`src/rtl/sweep_pkg.sv`:
```
// sweep_pkg: shared state encoding and arithmetic helper for the approximate-error sweeper.
package sweep_pkg;
   typedef enum logic [1:0] {IDLE, SWEEP, DRAIN, DONE} state_t;
   localparam int DW = 16;
   function automatic logic [DW-1:0] abs_diff(input logic [DW-1:0] a, input logic [DW-1:0] b);
      return a > b ? a - b : b - a;
   endfunction
endpackage

```
`src/rtl/approx_err_sweeper_if.sv`:
```
// approx_err_sweeper_if: control, circuit-under-test and result signals of the sweeper.
interface approx_err_sweeper_if #(parameter int IN_W = 4, parameter int OUT_W = 3);
   logic start, abort, busy, done, valid, pass;
   logic [IN_W-1:0] vec, fail_vec;
   logic [OUT_W-1:0] exact_in, approx_in, max_err;
   logic [OUT_W+IN_W-1:0] sum_err;
   logic [IN_W:0] err_cnt;
   modport master (output start, abort, exact_in, approx_in,
                   input vec, busy, done, valid, pass, max_err, sum_err, err_cnt, fail_vec);
   modport slave (input start, abort, exact_in, approx_in,
                  output vec, busy, done, valid, pass, max_err, sum_err, err_cnt, fail_vec);
endinterface

```
`src/rtl/err_accum.sv`:
```
// err_accum: sample register plus error statistics (max, sum, nonzero count, first failing vector).
module err_accum import sweep_pkg::*; #(
   parameter int IN_W = 4,
   parameter int OUT_W = 3,
   parameter int ET = 3
) (
   input  logic clk,
   input  logic rst,
   input  logic clr,
   input  logic en,
   input  logic sample,
   input  logic [IN_W-1:0] vec,
   input  logic [OUT_W-1:0] exact,
   input  logic [OUT_W-1:0] approx,
   output logic hit,
   output logic pass,
   output logic [OUT_W-1:0] max_err,
   output logic [OUT_W+IN_W-1:0] sum_err,
   output logic [IN_W:0] err_cnt,
   output logic [IN_W-1:0] fail_vec
);
   logic s1_valid, failed, upd, over;
   logic [IN_W-1:0] s1_vec;
   logic [OUT_W-1:0] s1_exact, s1_approx, e;
   always_comb begin
      e = OUT_W'(abs_diff(DW'(s1_exact), DW'(s1_approx)));
      upd = s1_valid && en;
      over = int'(e) > ET;
      hit = upd && over && !failed;
   end
   always_ff @(posedge clk) begin
      if (rst || clr) begin
         s1_valid <= 1'b0;
         s1_vec <= '0;
         s1_exact <= '0;
         s1_approx <= '0;
         failed <= 1'b0;
         max_err <= '0;
         sum_err <= '0;
         err_cnt <= '0;
         fail_vec <= '0;
         pass <= !rst;
      end else begin
         s1_valid <= sample;
         if (sample) begin
            s1_vec <= vec;
            s1_exact <= exact;
            s1_approx <= approx;
         end
         if (upd) begin
            if (e > max_err) max_err <= e;
            sum_err <= sum_err + (OUT_W+IN_W)'(e);
            err_cnt <= err_cnt + (IN_W+1)'(e != '0);
            if (over) begin
               pass <= 1'b0;
               failed <= 1'b1;
               if (!failed) fail_vec <= s1_vec;
            end
         end
      end
   end
endmodule

```
`src/rtl/approx_err_sweeper.sv`:
```
// approx_err_sweeper: walks every input vector through exact and approximate circuits and
// scores the absolute output error against threshold ET.
module approx_err_sweeper import sweep_pkg::*; #(
   parameter int IN_W = 4,
   parameter int OUT_W = 3,
   parameter int ET = 3,
   parameter int STOP_ON_FAIL = 0
) (
   input logic clk,
   input logic rst,
   approx_err_sweeper_if.slave bus
);
   state_t state, state_n;
   logic [IN_W-1:0] vec;
   logic valid, hit, clr, sample, stop;
   always_comb begin
      clr = state == IDLE && bus.start;
      stop = (STOP_ON_FAIL != 0) && hit;
      // an early stop drops the sample being taken this cycle
      sample = state == SWEEP && !bus.abort && !stop;
      state_n = state;
      case (state)
         IDLE:    state_n = bus.start ? SWEEP : IDLE;
         SWEEP:   state_n = (bus.abort || stop) ? DONE : (vec == '1) ? DRAIN : SWEEP;
         DRAIN:   state_n = DONE;
         default: state_n = IDLE;
      endcase
   end
   always_ff @(posedge clk) begin
      if (rst) begin
         state <= IDLE;
         vec <= '0;
         valid <= 1'b0;
      end else begin
         state <= state_n;
         if (clr) begin
            vec <= '0;
            valid <= 1'b0;
         end else if (state == SWEEP) vec <= vec + IN_W'(1);
         if (state != DONE && state_n == DONE) valid <= !bus.abort;
      end
   end
   assign bus.vec = vec;
   assign bus.busy = state != IDLE;
   assign bus.done = state == DONE;
   assign bus.valid = valid;
   err_accum #(.IN_W(IN_W), .OUT_W(OUT_W), .ET(ET)) u_acc (
      .clk(clk),
      .rst(rst),
      .clr(clr),
      .en(!bus.abort),
      .sample(sample),
      .vec(vec),
      .exact(bus.exact_in),
      .approx(bus.approx_in),
      .hit(hit),
      .pass(bus.pass),
      .max_err(bus.max_err),
      .sum_err(bus.sum_err),
      .err_cnt(bus.err_cnt),
      .fail_vec(bus.fail_vec)
   );
endmodule

```
`src/flat_wrapper.sv`:
```
// flat-port wrapper written by rule: the top's interface ports become plain ports
module approx_err_sweeper_flat import sweep_pkg::*;
#(
   parameter int IN_W = 4,
   parameter int OUT_W = 3,
   parameter int ET = 3,
   parameter int STOP_ON_FAIL = 0
)
  (clk, rst, bus_start, bus_abort, bus_exact_in, bus_approx_in, bus_vec, bus_busy, bus_done, bus_valid, bus_pass, bus_max_err, bus_sum_err, bus_err_cnt, bus_fail_vec);
  approx_err_sweeper_if #(.IN_W(IN_W), .OUT_W(OUT_W)) bus_i ();
  input logic clk;
  input logic rst;
  input wire logic [$bits(bus_i.start)-1:0] bus_start;
  input wire logic [$bits(bus_i.abort)-1:0] bus_abort;
  input wire logic [$bits(bus_i.exact_in)-1:0] bus_exact_in;
  input wire logic [$bits(bus_i.approx_in)-1:0] bus_approx_in;
  output wire logic [$bits(bus_i.vec)-1:0] bus_vec;
  output wire logic [$bits(bus_i.busy)-1:0] bus_busy;
  output wire logic [$bits(bus_i.done)-1:0] bus_done;
  output wire logic [$bits(bus_i.valid)-1:0] bus_valid;
  output wire logic [$bits(bus_i.pass)-1:0] bus_pass;
  output wire logic [$bits(bus_i.max_err)-1:0] bus_max_err;
  output wire logic [$bits(bus_i.sum_err)-1:0] bus_sum_err;
  output wire logic [$bits(bus_i.err_cnt)-1:0] bus_err_cnt;
  output wire logic [$bits(bus_i.fail_vec)-1:0] bus_fail_vec;
  assign bus_i.start = bus_start;
  assign bus_i.abort = bus_abort;
  assign bus_i.exact_in = bus_exact_in;
  assign bus_i.approx_in = bus_approx_in;
  assign bus_vec = bus_i.vec;
  assign bus_busy = bus_i.busy;
  assign bus_done = bus_i.done;
  assign bus_valid = bus_i.valid;
  assign bus_pass = bus_i.pass;
  assign bus_max_err = bus_i.max_err;
  assign bus_sum_err = bus_i.sum_err;
  assign bus_err_cnt = bus_i.err_cnt;
  assign bus_fail_vec = bus_i.fail_vec;
  approx_err_sweeper #(.IN_W(IN_W), .OUT_W(OUT_W), .ET(ET), .STOP_ON_FAIL(STOP_ON_FAIL)) u_core (.clk(clk), .rst(rst), .bus(bus_i));
endmodule
```
`config.mk`:
```
export PLATFORM = sky130hd
export DESIGN_NAME = approx_err_sweeper_flat
export DESIGN_NICKNAME = d
export VERILOG_FILES = /design/src/rtl/sweep_pkg.sv /design/src/rtl/approx_err_sweeper_if.sv /design/src/rtl/err_accum.sv /design/src/rtl/approx_err_sweeper.sv /design/src/flat_wrapper.sv
export SDC_FILE = /design/constraint.sdc
export NUM_CORES = 1
export LEC_CHECK = 0
export CAP_MARGIN = 0
export CORE_MARGIN = 4
export CORE_UTILIZATION = 53
export CTS_CLUSTER_DIAMETER = 80
export DETAILED_ROUTE_END_ITERATION = 10
export PLACE_DENSITY = 0.82
export SLEW_MARGIN = 5
export SYNTH_ARGS = -nofsm -noshare
export SYNTH_HDL_FRONTEND = slang
export SYNTH_SLANG_ARGS = --single-unit
```
`constraint.sdc`:
```
create_clock -name clk -period 3.67 [get_ports clk]
set_input_delay 0.734 -clock clk [delete_from_list [all_inputs] [get_ports clk]]
set_output_delay 0.734 -clock clk [all_outputs]
set_load 0.02 [all_outputs]
```
==> flow_summary_export.csv <==
group,metric,value,unit
floorplan,fp-row-count,23,
route,vias_per_cell,5.73,
power_and_ir_drop,total_power,0.934,mW
floorplan,io_pins,37,
setup_path,crit_type,"flop to flop",
placed_design,dp.cells,346,
route,ant_nets,0,
setup_path,end_kind,"flop",
placed_design,dp_slack,411,ps
clock_network,cts_tree,"done",
setup_path,worst_setup_path_start_kind,"flop",
final_layout,layout_commonest_cell,"nand2_1",
sta,max_freq,0.301,GHz
placed_design,dp_hpwl,3.58,mm
placed_design,gp_congestion,0.796,
power_and_ir_drop,ir_worst_vdd,0.000231,V
synthesis,syn_area,2250,sq um
setup_path,slowest_delay,440,ps
setup_path,crit_family,"adder cells",
setup_path,cpMaxStageDelayCell,"fa_1",
placed_design,port_buffers,36,
setup_path,path_max_fanout,6,
final_layout,drive_gt1_share,6.58,%
synthesis,syn_area_per_cell,8.36,sq um
setup_path,crit_buf_inv,3,
clock_network,cts.clk_slew.worst_paths,80,ps
floorplan,start_util,55.4,%
route,wl,4.89,mm
power_and_ir_drop,p_leak,0.968,nW
route,wire_per_inst,13.8,microns
final_layout,syn_to_final_growth,20.9,%
final_layout,nNetsFinal,328,
setup_path,path_cells,"inv_1 > ha_1 > inv_1 > fa_1 > mux2_2 > o22ai_2 > or3_1 > clkinv_2 > ha_1 > a21boi_0 > o21ai_0 > a41oi_4 > nand4_1 > nor3b_1",
sta,worstMarginPinSlew,755,ps
sta,rsz0062_at_grt,"no",
final_layout,antenna-diode-count,0,
synthesis,seq_area_frac_synth,35.2,%
clock_network,clk_path_buf_depth,2,
flow_run,drv_cap,0,
sta,finClkSkew,6.09,ps
sta,finalSetupViolCount,0,
power_and_ir_drop,p_per_area,343,nW/um^2
floorplan,die_w,73.1,microns
clock_network,worst_skew_pair.late_latency,290,ps
grt,grt-ovfl-total,0,
floorplan,die_area,5350,sq um
synthesis,syn_inst,269,
clock_network,cts_hold_buf,0,
synthesis,synth_nets,294,
sta,setup_tns,0,ps
sta,timing.final.crit_share,90.5,%
clock_network,cts-buffers-inserted,5,
grt,antenna_found_initial,0,
clock_network,htree_num_levels,2,
clock_network,cts_setup_buffers,0,
grt,grt_pass1_vias,1825,
route,remaining_drc_errors,0,
route,drt_iter0_drc,154,
sta,hold-worst-slack,462,ps
synthesis,synth_edf_count,1,
sta,relSlewSlack,49.2,%
setup_path,arrival,3490,ps
grt,grt_usage,19.0,%
hold_path,hold_path_class,"flop to flop",
floorplan,die_h,73.1,microns
final_layout,nFillCells,336,
sta,hold_viol,0,
final_layout,final_cell_mix,"nand2_1, dfxtp_1, clkdlybuf4s50_1",
sta,finalMaxSlewViolations,0,
synthesis,synth_flop_cell,"dfxtp_1",
synthesis,ys_ff_latch,39,
synthesis,yosysWarnings,0,
grt,grt_start_max_net_pins,24,
sta,period_needed,3320,ps
synthesis,yosysUniqueCellTypes,49,
synthesis,async_flop_share,0,%
clock_network,cts.sinks,39,
status,status,"completed",
final_layout,fin_cells,354,
route,num_vias,2028,
clock_network,cts_resized,0,
setup_path,cp.required,3840,ps
route,first_pass_iters,4,
clock_network,cts_root_buf,"clkbuf_8",
sta,fin_ws,350,ps
floorplan,fp.coreArea,4060,sq um
grt,grt_pass1_wl,8.02,mm
## synthesized netlist by cell type (5+ instances only)
library cell | number | area (sq um)
nand2_1 | 40 | 150
dfxtp_1 | 38 | 761
a21oi_1 | 24 | 120
nor2_1 | 19 | 71.3
inv_1 | 13 | 48.8
ha_1 | 12 | 150
nand3_1 | 11 | 55.1
clkbuf_1 | 10 | 37.5
nand4_1 | 9 | 56.3
o21ai_0 | 6 | 30.0
and2_1 | 5 | 31.3
nand2b_1 | 5 | 31.3
nor2b_1 | 5 | 31.3
o31ai_1 | 5 | 37.5
xor2_1 | 5 | 43.8
## worst min-delay path, cell delays in order (launching register included)
cell     delay [ps]
dfxtp_1         310
nand2_1          50
a21oi_1          50
## per-stage QoR
step	util (%)	cell area (sq um)
after floorplan	-	2250
after global placement	65.0	2640
after detailed placement	65.0	2640
after CTS	67.0	2720
after global routing	67.0	2720
final	67.0	2720
## final timing paths
| kind | start | endpoint | slack (ps) | cells past startpoint |
|---|---|---|---|---|
| hold / removal | u_core.u_acc.s1_vec[2] | u_core.u_acc.s1_vec[2] | 460 | 2 |
| setup / recovery | u_core.u_acc.s1_exact[0] | u_core.u_acc.max_err[2] | 350 | 14 |
| hold reg to reg | u_core.u_acc.s1_vec[2] | u_core.u_acc.s1_vec[2] | 460 | 2 |
| setup reg to reg | u_core.u_acc.s1_exact[0] | u_core.u_acc.max_err[2] | 350 | 14 |
## registers in the layout, summed over array words and instances (netlist names)
signal	flops
u_core.bus.valid	1
u_core.bus.vec	4
u_core.state	2
u_core.u_acc.err_cnt	5
u_core.u_acc.fail_vec	4
u_core.u_acc.failed	1
u_core.u_acc.max_err	3
u_core.u_acc.pass	1
u_core.u_acc.s1_approx	3
u_core.u_acc.s1_exact	3
u_core.u_acc.s1_valid	1
u_core.u_acc.s1_vec	4
u_core.u_acc.sum_err	7
## layer usage
layer / GRT usage [%] / share of wire [%] / vias up
met5: 0 / 0 / -
met4: 6.76 / 1.6 / 0
met3: 4.96 / 5.1 / 8
li1: - / - / 1019
met2: 31.4 / 47 / 48
met1: 23.7 / 46 / 953
## area by class of cell
class                      instances  area (sq um)  area share [%]
inverter                          14          53.8            1.98
sequential                        39           791            29.1
timing repair buffer              40           390            14.4
tap                               50          62.6            2.30
clock buffer                       7          76.3            2.81
clock inverter                     1          5.00           0.184
multi-input combinational        203          1340            49.3
## where the power goes
part	switching [mW]	internal [mW]	total, mW
clock network	0.149	0.133	0.282
logic	0.113	0.0816	0.195
registers	0.0186	0.438	0.456
## cell families (layout without fill, tap and decap cells)
logic type | after synthesis | in the layout | share of synthesized area (%)
xor gates and xnor gates | 7 | 7 | 2.73
muxes | 5 | 5 | 2.28
DFF | 39 | 39 | 35.2
AOI/OAI and AO/OA | 58 | 58 | 18.7
adders and majority gates | 15 | 15 | 9.35
buffers and inverters | 27 | 62 | 5.23
and+or+nand+nor | 118 | 118 | 26.5
No activity file was read; power rests on OpenSTA's default activity.
